--- src/rtl/postprocess_nch.sv ---
// N-channel requantise-and-packetise stage: per-channel power-of-two gain, saturation,
// lane packing into DATA_W words, and one header-framed packet per spectrum.
module postprocess_nch #(
  parameter int N_CH   = 2,
  parameter int IN_W   = 24,
  parameter int OUT_W  = 16,
  parameter int GAIN_W = 5,
  parameter int N_SPEC = 2048,
  parameter int DATA_W = 64,
  localparam int AW    = $clog2(N_SPEC)
) (
  input  logic                     clk,
  input  logic                     rst,
  input  logic                     arm,
  input  logic                     sync_in,
  input  logic                     ce,
  input  logic [N_CH*GAIN_W-1:0]   gain,
  input  logic [N_CH*IN_W-1:0]     in_data,
  output logic [DATA_W-1:0]        tx_data,
  output logic                     tx_valid,
  output logic                     tx_eof,
  output logic [AW-1:0]            addr,
  output logic [N_CH-1:0]          ovf,
  output logic                     sync_err
);

  localparam int LANE_W = N_CH * OUT_W;
  localparam int B      = DATA_W / LANE_W;
  localparam int LW     = (B > 1) ? $clog2(B) : 1;
  localparam int FW     = IN_W + (1 << GAIN_W) - 1;
  localparam int SHR    = IN_W - OUT_W;
  localparam logic signed [FW-1:0] SAT_MAX = {{(FW-OUT_W+1){1'b0}}, {(OUT_W-1){1'b1}}};
  localparam logic signed [FW-1:0] SAT_MIN = {{(FW-OUT_W+1){1'b1}}, {(OUT_W-1){1'b0}}};

  typedef enum logic [1:0] {S_IDLE, S_ARMED, S_RUN} state_t;

  state_t              r_state, w_state_nxt;
  logic [AW-1:0]       r_bin;
  logic                r_re_arm;
  logic                w_start, w_take, w_wrap;
  logic [AW-1:0]       w_bin;

  logic signed [FW-1:0] w_x, w_s;
  logic [LANE_W-1:0]   w_lane;
  logic [N_CH-1:0]     w_ovf;

  logic                r_s1_valid, r_s1_first, r_s1_last;
  logic [LW-1:0]       r_s1_lane;
  logic [LANE_W-1:0]   r_s1_samp;
  logic [DATA_W-1:0]   r_pack, w_word, r_spec;

  always_comb begin
    w_start     = (r_state == S_ARMED) && sync_in && ce;
    w_take      = w_start || ((r_state == S_RUN) && ce);
    w_bin       = w_start ? '0 : r_bin;
    w_wrap      = (r_state == S_RUN) && ce && (r_bin == AW'(N_SPEC-1));
    w_state_nxt = r_state;
    case (r_state)
      S_IDLE:  if (arm) w_state_nxt = S_ARMED;
      S_ARMED: if (w_start) w_state_nxt = S_RUN;
      S_RUN:   if (w_wrap && (r_re_arm || arm)) w_state_nxt = S_ARMED;
      default: w_state_nxt = S_IDLE;
    endcase
  end

  always_ff @(posedge clk or posedge rst) begin
    if (rst) r_state <= S_IDLE;
    else     r_state <= w_state_nxt;
  end

  always_ff @(posedge clk or posedge rst) begin
    if (rst) begin
      r_bin    <= '0;
      r_re_arm <= 1'b0;
      sync_err <= 1'b0;
    end else begin
      if (w_take) r_bin <= w_wrap ? '0 : w_bin + 1'b1;
      // A pending re-arm is consumed by the wrap that returns the FSM to ARMED.
      if ((r_state == S_RUN) && (w_state_nxt == S_ARMED)) r_re_arm <= 1'b0;
      else if ((r_state == S_RUN) && arm)                 r_re_arm <= 1'b1;
      if ((r_state == S_RUN) && ce && sync_in && (r_bin != '0)) sync_err <= 1'b1;
    end
  end

  always_comb addr = (r_state == S_RUN) ? r_bin : '0;

  // Full-width shift then floor-divide; saturation judged before truncation.
  always_comb begin
    w_lane = '0;
    w_ovf  = '0;
    w_x    = '0;
    w_s    = '0;
    for (int unsigned c = 0; c < N_CH; c++) begin
      w_x = FW'($signed(in_data[c*IN_W +: IN_W]));
      w_s = (w_x <<< gain[c*GAIN_W +: GAIN_W]) >>> SHR;
      if (w_s > SAT_MAX) begin
        w_lane[c*OUT_W +: OUT_W] = SAT_MAX[OUT_W-1:0];
        w_ovf[c]                 = 1'b1;
      end else if (w_s < SAT_MIN) begin
        w_lane[c*OUT_W +: OUT_W] = SAT_MIN[OUT_W-1:0];
        w_ovf[c]                 = 1'b1;
      end else begin
        w_lane[c*OUT_W +: OUT_W] = w_s[OUT_W-1:0];
      end
    end
  end

  always_ff @(posedge clk or posedge rst) begin
    if (rst) begin
      r_s1_valid <= 1'b0;
      r_s1_first <= 1'b0;
      r_s1_last  <= 1'b0;
      r_s1_lane  <= '0;
      r_s1_samp  <= '0;
      ovf        <= '0;
    end else begin
      r_s1_valid <= w_take;
      ovf        <= w_take ? w_ovf : '0;
      if (w_take) begin
        r_s1_samp  <= w_lane;
        r_s1_first <= (w_bin == '0);
        r_s1_last  <= (w_bin == AW'(N_SPEC-1));
        r_s1_lane  <= LW'(w_bin % AW'(B));
      end
    end
  end

  always_comb begin
    w_word = r_pack;
    w_word[int'(r_s1_lane)*LANE_W +: LANE_W] = r_s1_samp;
  end

  always_ff @(posedge clk or posedge rst) begin
    if (rst) begin
      tx_data  <= '0;
      tx_valid <= 1'b0;
      tx_eof   <= 1'b0;
      r_pack   <= '0;
      r_spec   <= '0;
    end else begin
      tx_valid <= 1'b0;
      tx_eof   <= 1'b0;
      if (r_s1_valid) begin
        r_pack <= w_word;
        if (r_s1_lane == LW'(B-1)) begin
          tx_data  <= w_word;
          tx_valid <= 1'b1;
          tx_eof   <= r_s1_last;
          if (r_s1_last) r_spec <= r_spec + 1'b1;
        end else if (r_s1_first) begin
          tx_data  <= r_spec;
          tx_valid <= 1'b1;
        end
      end
    end
  end

endmodule

--- config.mk ---
export PLATFORM = sky130hd
export DESIGN_NAME = postprocess_nch
export DESIGN_NICKNAME = d
export VERILOG_FILES = /design/src/rtl/postprocess_nch.sv
export SDC_FILE = /design/constraint.sdc
export NUM_CORES = 1
export LEC_CHECK = 0
export ABC_CLOCK_PERIOD_IN_PS = 7300
export CORE_UTILIZATION = 53
export CTS_CLUSTER_DIAMETER = 120
export CTS_CLUSTER_SIZE = 12
export DETAILED_ROUTE_END_ITERATION = 16
export GPL_TIMING_DRIVEN = 0
export PLACE_DENSITY_LB_ADDON = 0.12
export SKIP_LAST_GASP = 1
export SLEW_MARGIN = 10
export SYNTH_ARGS = -nofsm -noshare
export SYNTH_HDL_FRONTEND = slang
export SYNTH_SLANG_ARGS = --single-unit
export TNS_END_PERCENT = 30
--- constraint.sdc ---
create_clock -name clk -period 7.3 [get_ports clk]
set_input_delay 1.095 -clock clk [delete_from_list [all_inputs] [get_ports clk]]
set_output_delay 1.095 -clock clk [all_outputs]
set_load 0.01 [all_outputs]
# After elaboration in Yosys (flattened, before gate mapping)
# Cells that the tools add are included.
[totals]
reg_bits = 247
latch_bits = 0
ramBits = 0
romBits = 0
input_bits = 63
elab_cells = 75
mem_count = 0
[classes]
n_addsub = 3
n_mul = 0
n_div = 0
order_cmp = 4
eq_ne = 5
shift = 4
mux = 26
n_bitwise = 0
n_reduce_logical = 18
[op_table]
columns = ["cell", "n"]
rows = [
  ["64-bit two-way mux", 2],
  ["24-bit by 5-bit <<< shifter with 55-bit output", 2],
  ["47-bit by 16-bit > comparator with 1-bit output, second input constant", 2],
  ["47-bit by 16-bit less-than comparator with 1-bit output, second input constant", 2],
  ["64-bit by 1-bit adder with 64-bit output, second input constant", 1],
  ["64-bit bitwise mux", 1],
  ["16-bit two-way mux", 4],
  ["32-bit by 33-bit variable shift with 64-bit output, first input constant", 1],
  ["32-bit by 33-bit indexed part select with 64-bit output", 1],
  ["11-bit two-way mux", 3],
  ["6-bit negation with 33-bit output", 1],
  ["11-bit == test, second input constant", 2],
  ["11-bit by 1-bit adder with 11-bit output, second input constant", 1],
  ["11-bit zero test", 1],
  ["1-bit two-way mux", 11],
  ["11-bit nonzero test", 1],
  ["1-bit logical AND", 9],
  ["2-bit two-way mux", 4],
  ["2-bit case mux with 3 select lines", 1],
  ["2-bit by 1-bit == test with 1-bit output, second input constant", 2],
  ["2-bit nonzero test", 2],
  ["3-bit AND reduction", 1],
  ["2-bit == test, second input constant", 1],
  ["2-bit zero test", 1],
  ["other kinds (2)", 3],
]

# Longest topological paths before layout
# Gate-level depths: netlist of the first run.
[depth]
ltp_word = 9
mapped_depth = 13

# Least setup slack after synthesis of the first run
# No wires, ideal clock.
[synth_timing]
kind = "input -> register"
from = "in gain[0]"
to = "reg r_s1_samp[3]"
t_arrival_ps = 3690
t_required_ps = 7169
path_slack_ps = 3479
stages = 12
cell_sequence = "buf_6 > buf_12 > buf_12 > mux2i_1 > nand2_1 > a221oi_1 > or4b_1 > o32a_1 > a2111o_1 > o21ai_4 > buf_6 > o211ai_1"
[synth_between]
elab_chain_cells = 4
elab_cells_between_ends = 5
cone_classes = "order compare (2); shift (1); mux (2)"
[synth_lines]
columns = ["element", "line_no", "rtl"]
rows = [
  ["start: declaration", "17", "input logic [N_CH*GAIN_W-1:0] gain,"],
  ["24-bit by 5-bit <<< shifter with 55-bit output (*)", "95", "w_s = (w_x <<< gain[c*GAIN_W +: GAIN_W]) >>> SHR;"],
  ["47-bit by 16-bit less-than comparator with 1-bit output", "99", "end else if (w_s < SAT_MIN) begin"],
  ["16-bit two-way mux", "99", ""],
  ["16-bit two-way mux (*)", "96", "if (w_s > SAT_MAX) begin"],
  ["end signal: assignment", "120", "r_s1_samp <= w_lane;"],
  ["end: declaration", "49", "logic [LANE_W-1:0] r_s1_samp;"],
]
# Every way passes the cells marked *; elsewhere a longest branch is shown, timed or not.
# A chain may end at the register's enable or synchronous reset.

# Final worst setup path of the first run
[layout_timing]
from = "in gain[7]"
to = "reg r_s1_samp[22]"
# The elaborated chain is that of the path after synthesis.

==> qor.csv, run 1 <==
metric;value;unit
CP top delay family;buffers and inverters;
Mapped Cells;1416;
die height;165;um
EDFF count, synth;0;
max-cap violation count;0;
footprint of the multi-input gates;8070;sq um
Fin Clk Skew;9.04;ps
Seq. cell area;5380;sq um
area grow syn2layout;16.9;%
worst-path fanout max;10;
Final min period;4710;ps
top-area cell type share of the netlist area;0.383;
Ys Warns;0;
slowest cell on the critical path;clkdlybuf4s50_1;
initial antenna violation count;0;
pin count of the biggest net entering global routing;81;
Tcrit/Tclk final;0.645;
Die Footprint;27200;sq um
post-CTS setup buffer count;0;
synth unique cells;85;
post-CTS resize count;0;
Max IR drop VDD;0.277;mV
Routed WL per cell;21.7;um
port bufs;137;
Post-route DRC;0;
Largest stage delay, worst path;620;ps
register area share after synthesis;0.383;
Top FF cell, synth;dfrtp_1;
drt via density;6.37;
CTS tree;built;
Async SR Flop Fraction;1.00;
Final ANT Viol Nets;0;
final setup fails;0;
Crit path buffers/inverters;4;
Row Count;59;
arrival time at the worst endpoint;5130;ps
GPL Wtd Cong;0.958;
leading area contributor after synthesis;dfrtp_1;
worst hold path type;reg2reg;
Skew-Pair Late Insertion Delay;490;ps
Max-slew headroom;0.326;
CORE AREA;26100;sq um
vias in the first global route;11716;
worst setup path category;in2reg;
via count;12177;
Die W;165;um
# fillers;2193;
syn_area_per_cell;9.93;sq um
register bit total from synthesis;215;
nets;1644;
pwr dens;266;nW/um^2
H-tree depth;1;
RSZ-0062 raised after global routing;no;
max-slew violations;0;
Clock Sinks;215;
CTS Hold Bufs;0;
synthesized area;14100;sq um
leakage;6.73;nW
ratio of cells with drive above 1 in the final layout;0.104;
top-count cell post-synth;dfrtp_1;
GRT Resource Usage Total;0.309;
Mapped Nets;1482;
Initial DRC Count;1059;
Hold Vio Cnt, Final;0;
IO Pins;143;
total gr overflow;0;
number of antenna diodes;0;
Worst setup SP type;primary input;
Critical Path RT;7730;ps
TritonRoute pass-1 iters;5;
Worst setup EP type;flip-flop;
area post-placement;15900;sq um
first-pass GRT wire length;65800;um
most frequent CP cell;clkbuf_1;
placed wire-length estimate;31700;um
Clock Tree Buf Depth;3;
Post-synth top cells;215 x dfrtp_1, 161 x nand2_1, 127 x mux2i_1;
Final TNS setup;0;ps
actual slew at the worst max-slew pin;1000;ps
WL final;41500;um
Reg clk slew, reported paths;60;ps
Final Cell Area;16400;sq um
status;complete, no violations;
worst path cell trace;clkdlybuf4s50_1 -> clkbuf_1 -> clkbuf_1 -> nand2_1 -> nor4_1 -> a31oi_1 -> a2111oi_0 -> nand4_1 -> clkbuf_1 -> a211oi_1 -> o22a_1;
Peak Freq;213;MHz
fin util;0.631;
Root Driver;clkbuf_16;
TritonCTS buffer count;21;
top cells by area, synth;dfrtp_1 38%, mux2i_1 9.0%, mux4_2 6.2%;
Starting Density;0.539;
metrics by stage:
step	hold slack (ps)	power, mW	setup slack [ps]	instances
floorplan	445	2.73	326	1416
global placement	454	3.41	-2270	1888
detailed placement	463	3.45	2270	1890
CTS	481	4.38	2740	1912
global route	504	4.63	2490	1912
finish	474	4.37	2590	1912
cell usage in the layout, fill, tap and decap left out, drive strengths merged, types with 21 or more instances in the layout:
cell type,n
dfrtp,215
mux2,60
xnor2,48
mux2i,127
mux4,48
clkdlybuf4s50,137
a211oi,21
buf,49
clkbuf,78
a21oi,44
and2,21
nand3,58
inv,24
nand2,161
nor2,75
nand4,23
o21ai,97
routing by layer:
layer | wire (um) | GRT usage
met5 | 0 | 0
met4 | 1300 | 0.0963
met3 | 1920 | 0.0221
met2 | 19800 | 0.515
met1 | 18500 | 0.431
state kept, by name, summed over array words and instances (netlist names), 2 cells and up, named ones only:
register   cells
r_spec        64
r_bin         11
r_pack        27
ovf            2
tx_data       64
r_s1_samp     32
r_state        2
cell type report:
type / instances / share of cell area
tap: 335 / 0.0255
multi-input combinational: 1073 / 0.491
inverter: 25 / 0.00617
timing repair buffer: 139 / 0.0868
clock buffer: 22 / 0.0322
sequential: 215 / 0.327
buffer: 103 / 0.0310
cells by family (layout without fill, tap and decap cells):
family / Yosys count / in the layout / synth area share
AO/OA/AOI/OAI: 324 / 324 / 0.158
multiplexers: 235 / 235 / 0.218
buffers and inverters: 128 / 289 / 0.0429
adder cells (fa/ha/maj): 3 / 3 / 0.00267
flip-flops: 215 / 215 / 0.383
XOR/XNOR: 65 / 65 / 0.0405
AND/OR/NAND/NOR: 446 / 446 / 0.155
worst register-to-register path, stage by stage, from the launching register on:
cell and delay (ps):
dfrtp_1 310, buf_2 200, nand4_1 290, nor4_1 870
and3_1 290, buf_2 220, nand3_1 270, or4_1 620
clkbuf_1 200, nor2_1 340, nand4_1 180, xnor2_1 160
final timing paths:
path	startpoint	endpoint	slack [ps]	depth (start not counted)
max	gain[7]	r_s1_samp[22]$_DFFE_PP0P_	2590	11
min	tx_data[23]$_DFFE_PP0P_	tx_data[23]$_DFFE_PP0P_	470	2
max reg2reg	r_s1_lane$_DFFE_PP0P_	r_spec[63]$_DFFE_PP0P_	3240	11
min reg2reg	tx_data[23]$_DFFE_PP0P_	tx_data[23]$_DFFE_PP0P_	470	2
max in group asynchronous	rst	tx_data[55]$_DFFE_PP0P_	5510	3
min in group asynchronous	rst	tx_data[3]$_DFFE_PP0P_	1050	2
report_power, final:
group	leakage [nW]	switching (mW)	internal, mW	total (mW)
logic	3.65	0.832	0.796	1.63
clock network	0.260	0.416	0.507	0.923
registers	2.83	0.295	1.52	1.82
total	6.73	1.54	2.83	4.37
Power figures use the tool's default switching activity.
==> run 2, diff against run 1 <==
- ABC_CLOCK_PERIOD_IN_PS: 7300 -> 4500
- CORE_UTILIZATION: 53 -> 55
- clock period: 7.3 -> 4.5 ns (I/O delays scaled with it)
==> run 2 against run 1 <==
Non-clock buffer count grew 4. Largest power group unchanged. Utilization grew 2.7 points. Global-route usage grew 0.74 points. Setup slack lost 2300 ps.
==> qor.csv, run 2 (synthesis gave the netlist of run 1 again) <==
metric;value;unit
status;complete, no violations;
vias in the first global route;11971;
Final min period;4170;ps
most frequent CP cell;clkbuf_1;
Clock Sinks;215;
worst hold path depth;1;
post-CTS setup buffer count;0;
Crit path buffers/inverters;5;
first-pass GRT wire length;66000;um
CTS Hold Bufs;0;
Row Count;58;
Design Power;7.08;mW
Worst setup SP type;primary input;
pre-CTS setup slack;-72.6;ps
Fin Clk Skew;7.45;ps
hold path startpoint;sync_err$_DFFE_PP0P_;
Worst setup EP type;flip-flop;
worst hold endpoint;sync_err$_DFFE_PP0P_;
number of antenna diodes;0;
CP top delay family;buffers and inverters;
pin count of the biggest net entering global routing;38;
Reg clk slew, reported paths;60;ps
worst reg-to-reg path cell count;11;
Max IR drop VDD;0.356;mV
initial antenna violation count;0;
via count;12294;
GPL Wtd Cong;0.968;
Routed WL per cell;21.5;um
die height;162;um
Initial DRC Count;1226;
Largest stage delay, worst path;520;ps
Starting Density;0.560;
Tcrit/Tclk final;0.926;
Final ANT Viol Nets;0;
slowest cell on the critical path;clkdlybuf4s50_1;
area grow syn2layout;17.4;%
Skew-Pair Late Insertion Delay;490;ps
ratio of cells with drive above 1 in the final layout;0.106;
TritonCTS buffer count;21;
drt via density;6.43;
actual slew at the worst max-slew pin;980;ps
nets;1648;
total gr overflow;0;
Post-route DRC;0;
arrival time at the worst endpoint;4590;ps
pwr dens;429;nW/um^2
worst setup margin;334;ps
worst setup path category;in2reg;
max-cap violation count;0;
worst r2r dst;r_spec[61]$_DFFE_PP0P_;
TritonRoute pass-1 iters;6;
leakage;6.76;nW
Max-slew headroom;0.342;
Clock Tree Buf Depth;3;
H-tree depth;1;
Die Footprint;26200;sq um
Critical Path RT;4920;ps
worst hold path type;reg2reg;
biggest regs;r_spec x64, tx_data x64, r_s1_samp x32;
FF-to-FF setup slack;490;ps
worst-path fanout max;10;
most frequent cells in the layout;215 x dfrtp_1, 161 x nand2_1, 137 x clkdlybuf4s50_1, 127 x mux2i_1, 96 x o21ai_0;
commonest non-fill, non-tap cell in the layout;dfrtp_1;
Die W;162;um
post-CTS resize count;0;
CTS tree;built;
worst path cell trace;clkdlybuf4s50_1 -> buf_2 -> buf_1 -> clkbuf_1 -> o221ai_1 -> o21ai_0 -> o311ai_0 -> a2111oi_0 -> nand4_1 -> clkbuf_1 -> a211oi_1 -> o22a_1;
Peak Freq;240;MHz
IO Pins;143;
WL final;41000;um
max-slew violations;0;
placed wire-length estimate;31800;um
port bufs;137;
final setup fails;0;
CORE AREA;25100;sq um
Critical R2R Launch;r_s1_lane$_DFFE_PP0P_;
GRT Resource Usage Total;0.317;
Root Driver;clkbuf_16;
RSZ-0062 raised after global routing;no;
Hold Vio Cnt, Final;0;
==> run 2: worst max path at each step <==
| stage | end | depth (start not counted) | start |
|---|---|---|---|
| floorplan | asynchronous set/reset pin | 1 | rst |
| global placement | tx_data[53]$_DFFE_PP0P_ | 2 | rst |
| detailed placement | r_s1_samp[22]$_DFFE_PP0P_ | 12 | gain[8] |
| CTS | r_s1_samp[22]$_DFFE_PP0P_ | 12 | gain[8] |
| global route | r_s1_samp[22]$_DFFE_PP0P_ | 12 | gain[8] |
| finish | r_s1_samp[22]$_DFFE_PP0P_ | 12 | gain[8] |
==> run 2: through the flow <==
step	setup TNS, ps	cells	hold slack, ps	utilization	area [sq um]
3_5_place_dp	-94.5	1889	466	0.636	16000
2_1_floorplan	0	1416	445	-	14100
3_3_place_gp	-109760	1883	454	0.631	15800
5_1_grt	0	1911	502	0.657	16500
6_report	0	1911	472	0.657	16500
4_1_cts	0	1911	480	0.657	16500
==> run 2: final cells by class <==
class / instances / area (sq um)
clock buffer: 22 / 529
inverter: 25 / 97.6
buffer: 103 / 509
sequential: 215 / 5380
multi-input combinational: 1073 / 8070
tap: 330 / 413
timing repair buffer: 143 / 1510
fill: 2067 / 8600
==> run 2: per-layer routing <==
layer / global-route usage / routed length (um) / up-vias
met5: 0 / 0 / -
li1: - / - / 5609
met1: 0.428 / 17600 / 6035
met3: 0.0358 / 2400 / 101
met4: 0.111 / 1350 / 0
met2: 0.529 / 19600 / 549
==> run 2: power breakdown <==
group          leakage, nW  switching [mW]  internal [mW]  total (mW)
Combinational         3.68            1.36           1.30        2.66
Sequential            2.83           0.475           2.47        2.94
Clock                0.260           0.656          0.824        1.48
==> run 3, diff against run 2 <==
- CORE_MARGIN: not set -> 2
==> run 3 against run 2 <==
Critical path depth fell by 1. Design area about the same. Sequential power hardly changed. Setup slack better by 85 ps.
==> qor.csv, run 3 (synthesis gave the netlist of run 1 again) <==
metric;value;unit
net switching power;2.49;mW
worst setup path category;reg2reg;
via count;12283;
most frequent cells in the layout;215 x dfrtp_1, 161 x nand2_1, 137 x clkdlybuf4s50_1, 127 x mux2i_1, 96 x o21ai_0;
Tcrit/Tclk final;0.907;
actual slew at the worst max-slew pin;1020;ps
non-filler cells, final;1911;
max-cap violation count;0;
RSZ-0062 raised after global routing;no;
Crit path buffers/inverters;3;
nets;1648;
Switching Share;0.352;
Worst setup SP type;flip-flop;
total gr overflow;0;
Initial DRC Count;1186;
commonest non-fill, non-tap cell in the layout;dfrtp_1;
Final min period;4080;ps
Die Footprint;26800;sq um
Peak Freq;245;MHz
Gate power share;0.375;
TritonRoute pass-1 iters;6;
# fillers;2055;
Reg clk slew, reported paths;60;ps
Root Driver;clkbuf_16;
drt via density;6.43;
ratio of cells with drive above 1 in the final layout;0.107;
placed insts;1889;
slowest cell on the critical path;nor4_1;
Critical Path RT;4870;ps
pin count of the biggest net entering global routing;41;
Max IR drop VDD;0.322;mV
Die W;164;um
TritonCTS buffer count;21;
initial antenna violation count;0;
Clock Sinks;215;
first-pass GRT wire length;65300;um
Worst setup EP type;flip-flop;
biggest regs;r_spec x64, tx_data x64, r_s1_samp x32;
Reg power frac;0.416;
worst-path fanout max;7;
area post-placement;16000;sq um
Fin Clk Skew;6.33;ps
arrival time at the worst endpoint;4450;ps
number of antenna diodes;0;
H-tree depth;1;
max-slew violations;0;
Hold Vio Cnt, Final;0;
Starting Density;0.560;
Clk pwr share;0.209;
Most Crowded Layer GR;met2;
met3 global-route usage;0.0270;
final setup fails;0;
port bufs;137;
Max-slew headroom;0.314;
CTS tree;built;
Post-route DRC;0;
worst hold path type;reg2reg;
leakage;6.76;nW
CORE AREA;25100;sq um
Row Count;58;
Skew-Pair Late Insertion Delay;480;ps
met1 usage;0.426;
status;complete, no violations;
Internal;4.59;mW
post-CTS setup buffer count;0;
CP top delay family;simple AND/OR/NAND/NOR gates;
met2 GRT Util;0.510;
Largest stage delay, worst path;940;ps
WL final;41100;um
Final ANT Viol Nets;0;
vias in the first global route;11890;
area grow syn2layout;17.4;%
worst path cell trace;buf_2 -> nand4_1 -> nor4_1 -> and3_1 -> buf_2 -> nand3_1 -> or4_1 -> clkbuf_1 -> nor2_1 -> nand4_1 -> xnor2_1;
die height;164;um
GPL Wtd Cong;0.936;
Routed WL per cell;21.5;um
Final Cell Area;16500;sq um
placed wire-length estimate;31600;um
Clock Tree Buf Depth;3;
IO Pins;143;
GRT Resource Usage Total;0.306;
pwr dens;430;nW/um^2
run 3: through the flow:
step | setup TNS (ps) | hold slack (ps) | setup slack (ps) | utilization | power, mW
final | 0 | 461 | 419 | 0.657 | 7.09
after floorplan | 0 | 445 | 1030 | - | 4.43
after detailed placement | -440 | 454 | -149 | 0.636 | 5.61
after CTS | 0 | 462 | 319 | 0.657 | 7.10
after global routing | 0 | 476 | 171 | 0.657 | 7.48
after global placement | -113110 | 453 | -542 | 0.631 | 5.52
run 3: layout make-up:
class / count / area [sq um] / area share
Multi-Input combinational cell: 1073 / 8070 / 0.489
Sequential cell: 215 / 5380 / 0.326
Timing Repair Buffer: 143 / 1490 / 0.0904
Clock buffer: 22 / 529 / 0.0321
Buffer: 103 / 510 / 0.0310
Tap cell: 330 / 413 / 0.0250
Inverter: 25 / 97.6 / 0.00592
run 3: worst paths after layout:
| kind | start | to | depth (start not counted) | slack (ps) |
|---|---|---|---|---|
| min | sync_err$_DFFE_PP0P_ | sync_err$_DFFE_PP0P_ | 1 | 460 |
| min reg2reg | sync_err$_DFFE_PP0P_ | sync_err$_DFFE_PP0P_ | 1 | 460 |
| max | r_s1_lane$_DFFE_PP0P_ | r_spec[63]$_DFFE_PP0P_ | 11 | 420 |
| max reg2reg | r_s1_lane$_DFFE_PP0P_ | r_spec[63]$_DFFE_PP0P_ | 11 | 420 |
| min in group asynchronous | rst | tx_valid$_DFF_PP0_ | 2 | 470 |
| max in group asynchronous | rst | r_spec[27]$_DFFE_PP0P_ | 5 | 3060 |
run 3: worst reg2reg max path, cell delays in order (launching register included):
cell and delay [ps]:
dfrtp_1 310, buf_2 200, nand4_1 290, nor4_1 940
and3_1 270, buf_2 210, nand3_1 270, or4_1 610
clkbuf_1 200, nor2_1 330, nand4_1 180, xnor2_1 160
run 3: power groups by stage:
stage	Clock, mW	Sequential [mW]	Combinational [mW]
global route	1.58	3.00	2.89
CTS	1.50	2.94	2.66
detailed placement	0	2.97	2.64
global placement	0	2.95	2.58
finish	1.48	2.95	2.66
floorplan	0	2.86	1.58
run 3: what timing repair did:
action / 4_1_cts / 5_1_grt
endpoints found under the setup margin: 0 / 2
hold buffers: 0 / 0
gates resized for setup: 0 / 2
run 3: layer usage:
layer	up-vias	share of wire
met5	-	0
met4	0	0.029
met3	90	0.051
met2	508	0.48
met1	6070	0.44
li1	5615	-
